$ cat config.mk
export PLATFORM = sky130hd
export DESIGN_NAME = shift_sequencer_flat
export DESIGN_NICKNAME = d
export VERILOG_FILES = /design/src/rtl/shift_seq_if.sv /design/src/rtl/shift_sequencer.sv /design/src/flat_wrapper.sv
export SDC_FILE = /design/constraint.sdc
export NUM_CORES = 1
export LEC_CHECK = 0
export BUFFER_PORTS_ARGS = -buffer_cell sky130_fd_sc_hd__buf_4
export CORE_MARGIN = 5
export CORE_UTILIZATION = 45
export CTS_CLUSTER_DIAMETER = 30
export DETAILED_ROUTE_END_ITERATION = 7
export GPL_TIMING_DRIVEN = 0
export PLACE_DENSITY = 0.79
export SLEW_MARGIN = 20
export SYNTH_ARGS = -nofsm -noshare
export SYNTH_HDL_FRONTEND = slang
export SYNTH_SLANG_ARGS = --single-unit
$ cat constraint.sdc
create_clock -name clk -period 2.64 [get_ports clk]
set_input_delay 0.66 -clock clk [delete_from_list [all_inputs] [get_ports clk]]
set_output_delay 0.66 -clock clk [all_outputs]
set_load 0.02 [all_outputs]
$ cat src/rtl/shift_seq_if.sv
// Request/result bundle between the control FSM and the shift sequencer.
interface shift_seq_if;
  localparam int unsigned DATA_W = 16;
  localparam int unsigned AMT_W  = 4;
  localparam int unsigned MODE_W = 2;

  logic              start;
  logic [MODE_W-1:0] op;
  logic [AMT_W-1:0]  amount;
  logic [DATA_W-1:0] din;
  logic              busy;
  logic              done;
  logic [DATA_W-1:0] dout;

  modport master (output start, output op, output amount, output din,
                  input busy, input done, input dout);
  modport slave  (input start, input op, input amount, input din,
                  output busy, output done, output dout);
endinterface

$ cat src/rtl/shift_sequencer.sv
// Multi-cycle 16-bit shifter: one single-bit step per clock until the amount is spent.
// Build option SHIFT_SEQ_DOUBLE_STEP_EN applies two steps per cycle while >= 2 remain.
module shift_sequencer (
  input logic        clk,
  input logic        reset,
  shift_seq_if.slave bus
);
  localparam int unsigned DATA_W = 16;
  localparam int unsigned AMT_W  = 4;
  localparam int unsigned MODE_W = 2;

  typedef enum logic [1:0] {
    S_IDLE  = 2'd0,
    S_SHIFT = 2'd1,
    S_DONE  = 2'd2
  } state_e;

  state_e              state_q, state_d;
  logic [DATA_W-1:0]   work_q, work_d;
  logic [MODE_W-1:0]   mode_q, mode_d;
  logic [AMT_W-1:0]    cnt_q, cnt_d;
  logic [DATA_W-1:0]   dout_q, dout_d;
  logic                busy_q, busy_d;
  logic                done_q, done_d;

  // One single-bit step of the selected mode.
  function automatic logic [DATA_W-1:0] step(input logic [DATA_W-1:0] w,
                                             input logic [MODE_W-1:0] m);
    logic [DATA_W-1:0] r;
    r = w;
    case (m)
      2'b01:   r = {w[DATA_W-2:0], 1'b0};
      2'b10:   r = {1'b0, w[DATA_W-1:1]};
      2'b11:   r = {w[DATA_W-1], w[DATA_W-1:1]};
      default: r = w;
    endcase
    return r;
  endfunction

  always_ff @(posedge clk) begin
    if (reset) begin
      state_q <= S_IDLE;
      work_q  <= '0;
      mode_q  <= '0;
      cnt_q   <= '0;
      dout_q  <= '0;
      busy_q  <= 1'b0;
      done_q  <= 1'b0;
    end else begin
      state_q <= state_d;
      work_q  <= work_d;
      mode_q  <= mode_d;
      cnt_q   <= cnt_d;
      dout_q  <= dout_d;
      busy_q  <= busy_d;
      done_q  <= done_d;
    end
  end

  // Next-state and datapath update; busy/done are registered copies of the next state.
  always_comb begin
    logic [DATA_W-1:0] nxt;
    state_d = state_q;
    work_d  = work_q;
    mode_d  = mode_q;
    cnt_d   = cnt_q;
    dout_d  = dout_q;
    nxt     = work_q;

    case (state_q)
      S_IDLE, S_DONE: begin
        if (bus.start) begin
          work_d = bus.din;
          mode_d = bus.op;
          cnt_d  = bus.amount;
          if (bus.amount == AMT_W'(0)) begin
            state_d = S_DONE;
            dout_d  = bus.din;
          end else begin
            state_d = S_SHIFT;
          end
        end else begin
          state_d = S_IDLE;
        end
      end

      S_SHIFT: begin
`ifdef SHIFT_SEQ_DOUBLE_STEP_EN
        if (cnt_q >= AMT_W'(2)) begin
          nxt   = step(step(work_q, mode_q), mode_q);
          cnt_d = AMT_W'(cnt_q - AMT_W'(2));
        end else begin
          nxt   = step(work_q, mode_q);
          cnt_d = AMT_W'(cnt_q - AMT_W'(1));
        end
`else
        nxt   = step(work_q, mode_q);
        cnt_d = AMT_W'(cnt_q - AMT_W'(1));
`endif
        work_d = nxt;
        if (cnt_d == AMT_W'(0)) begin
          state_d = S_DONE;
          dout_d  = nxt;
        end
      end

      default: state_d = S_IDLE;
    endcase

    busy_d = (state_d == S_SHIFT);
    done_d = (state_d == S_DONE);
  end

  assign bus.busy = busy_q;
  assign bus.done = done_q;
  assign bus.dout = dout_q;

endmodule

$ cat src/flat_wrapper.sv
// flat-port wrapper written by rule: the top's interface ports become plain ports
module shift_sequencer_flat 
  (clk, reset, bus_start, bus_op, bus_amount, bus_din, bus_busy, bus_done, bus_dout);
  shift_seq_if bus_i ();
  input logic clk;
  input logic reset;
  input wire logic [$bits(bus_i.start)-1:0] bus_start;
  input wire logic [$bits(bus_i.op)-1:0] bus_op;
  input wire logic [$bits(bus_i.amount)-1:0] bus_amount;
  input wire logic [$bits(bus_i.din)-1:0] bus_din;
  output wire logic [$bits(bus_i.busy)-1:0] bus_busy;
  output wire logic [$bits(bus_i.done)-1:0] bus_done;
  output wire logic [$bits(bus_i.dout)-1:0] bus_dout;
  assign bus_i.start = bus_start;
  assign bus_i.op = bus_op;
  assign bus_i.amount = bus_amount;
  assign bus_i.din = bus_din;
  assign bus_busy = bus_i.busy;
  assign bus_done = bus_i.done;
  assign bus_dout = bus_i.dout;
  shift_sequencer u_core (.clk(clk), .reset(reset), .bus(bus_i));
endmodule
==> metrics <==
core area 0.00469 mm^2; Top Metal Used met4; TritonCTS clock tree yes; Max-slew headroom 67.1%; Post-Route WL 5380 um; post-synthesis register bit count 42; clk sinks 42; IO Pins 43; cts repair resizes 0; max frequency 470 MHz; final period utilization 80.7%; Post-Syn Instances 248; post-route ant nets 0; Peak VDD IR 0.000306 V; Worst EP arrival 2.32 ns; Initial DRC Count 162; Syn Area/Cell 8.71 um^2; syn_nets 275; count of different cell masters after synthesis 38; Setup Skew 0.00509 ns; Max clock buf depth 2; worst min path class register to register; largest net degree at the start of global routing 14; layout net count 323; Starting Density 46.0%; register area share after synthesis 38.9%; area grow syn2layout 21.4%; Max Cap Viol 0; pwr dens 566 mW/mm^2; DP Worst Slack 0.484 ns; Sequential Area 841 um^2; Die Height 79.3 um; crit path kind register to register; synth top area cells dfxtp_1 (39%), mux2i_1 (13%), o311a_1 (6.5%); ANT cells 0; top post-synthesis cells by count dfxtp_1 (42), mux2i_1 (28), nor2_1 (26), o21ai_0 (26), nand2_1 (24); share of cells above drive strength 1 21.2%; Clock transition at path regs 0.08 ns; Overall Global Routing Usage 18.0%; setup violators final 0; Remaining Overflow, GRT 0; Yosys top cell area share 38.9%; DP HPWL 4020 um; Tot Pwr 0.00148 W; routed length on met2 2510 um; Vias 1986; CP Max Fanout 10; setup TNS 0 ns; vias in the first global route 1980; clock insertion delay at the later pin of the skew report 0.30 ns; Synth Warn # 0; drt drc 0; Placed Area 0.00253 mm^2; Setup crit end kind register; Leak 1.10 nW; synthesized cell area 0.00216 mm^2; multi-input logic area 0.00118 mm^2; post-synth top area cell dfxtp_1; fin crit period 2.13 ns; H-tree Lvls 2; Fill cells 441; count leader, synth dfxtp_1; global-route wire length before repair 9000 um; Die ar. 0.00628 mm^2; total CTS buffers 5; Main synth FF type dfxtp_1; # hold bufs at CTS 0; Worst EP required 2.83 ns; 1st-pass router iterations 4; Final Max Tran Viols 0; Root Driver clkbuf_8; post-CTS setup buffer count 0; Via density 5.66; PnR worst setup slack 0.511 ns; Post-synth EDFFs 0; final instance area 0.00262 mm^2; die width 79.3 um; Final Hold Fails 0; Post-Route M1 WL 2530 um; Routed WL per cell 15.3 um; Synth async-reset ratio 0%; routed wl met3 283 um; status complete, no violations; routability congestion estimate 0.820; initial antenna violation count 0; Slew @ Worst Pin 0.493 ns; RSZ-0062 raised after global routing no; Startpoint Class register; PortBufs 41; Core Rows 25
==> worst paths after layout <==
kind / slack, ns / to / depth (start not counted) / from
max: 0.51 / u_core.bus.dout[2] / 9 / u_core.cnt_q[0]
min: 0.47 / u_core.bus.dout[15] / 2 / u_core.bus.dout[15]
max reg2reg: 0.51 / u_core.bus.dout[2] / 9 / u_core.cnt_q[0]
min reg2reg: 0.47 / u_core.bus.dout[15] / 2 / u_core.bus.dout[15]
==> metrics by stage <==
step,utilization (%),hold WS (ns),std cells
6_report,55.9,0.471,351
5_1_grt,55.9,0.505,351
4_1_cts,55.9,0.473,351
3_5_place_dp,54.0,0.462,343
3_3_place_gp,54.0,0.462,343
2_1_floorplan,-,0.444,248
==> sequential cells by signal, summed over array words and instances (netlist names) <==
| signal | cells |
|---|---|
| u_core.bus.done | 1 |
| u_core.state_q | 2 |
| u_core.cnt_q | 4 |
| u_core.work_q | 16 |
| u_core.mode_q | 2 |
| u_core.bus.busy | 1 |
| u_core.bus.dout | 16 |
==> layout make-up <==
class,count,area share (%)
Multi-Input combinational cell,178,45.0
Sequential cell,42,32.1
Timing Repair Buffer,41,11.7
Buffer,23,4.63
Clock buffer,6,2.77
Tap cell,54,2.58
Inverter,5,0.716
Clock inverter,2,0.525
==> logic make-up (layout without fill, tap and decap cells) <==
kind of cell | count (synthesis) | after routing | synth area share [%]
buf+inv | 28 | 77 | 6.49
mux | 28 | 28 | 13.0
compound gates | 85 | 85 | 27.3
xor+xnor | 1 | 1 | 0.406
flops | 42 | 42 | 38.9
simple gates | 62 | 62 | 12.7
fa+ha+maj | 2 | 2 | 1.16
==> layer usage <==
metal,up-vias,global-route usage [%]
met5,-,0
met4,0,7.04
met3,4,4.31
met2,60,28.0
met1,916,24.1
li1,1006,-
==> cells in the final DEF (no fill, tap or decap), types with 2 or more instances in the layout <==
master / instances
ha_1: 2
nand2_1: 24
clkbuf_8: 5
o311a_1: 14
a221o_1: 2
nor2b_1: 3
buf_2: 6
o21a_1: 2
o21ai_1: 5
a221oi_1: 2
mux2i_1: 28
o21ai_0: 26
buf_4: 42
dfxtp_1: 42
inv_1: 4
nor2_1: 26
a21oi_1: 9
clkbuf_1: 13
buf_6: 3
o211ai_1: 2
a211oi_1: 16
nand2b_1: 2
==> power breakdown <==
group | internal, W | switching [W] | leakage [nW]
Sequential | 0.000685 | 0.0000452 | 0.345
Clock | 0.000187 | 0.000221 | 0.0452
Combinational | 0.000156 | 0.000190 | 0.712
==> critical path, stage by stage, from the launching register on <==
cell	delay, ns
dfxtp_1	0.43
inv_1	0.07
ha_1	0.25
or2_2	0.29
o21ai_1	0.25
a21o_1	0.21
buf_6	0.15
buf_6	0.13
o21ai_1	0.09
o311a_1	0.14
(Power assumes the default switching activity.)
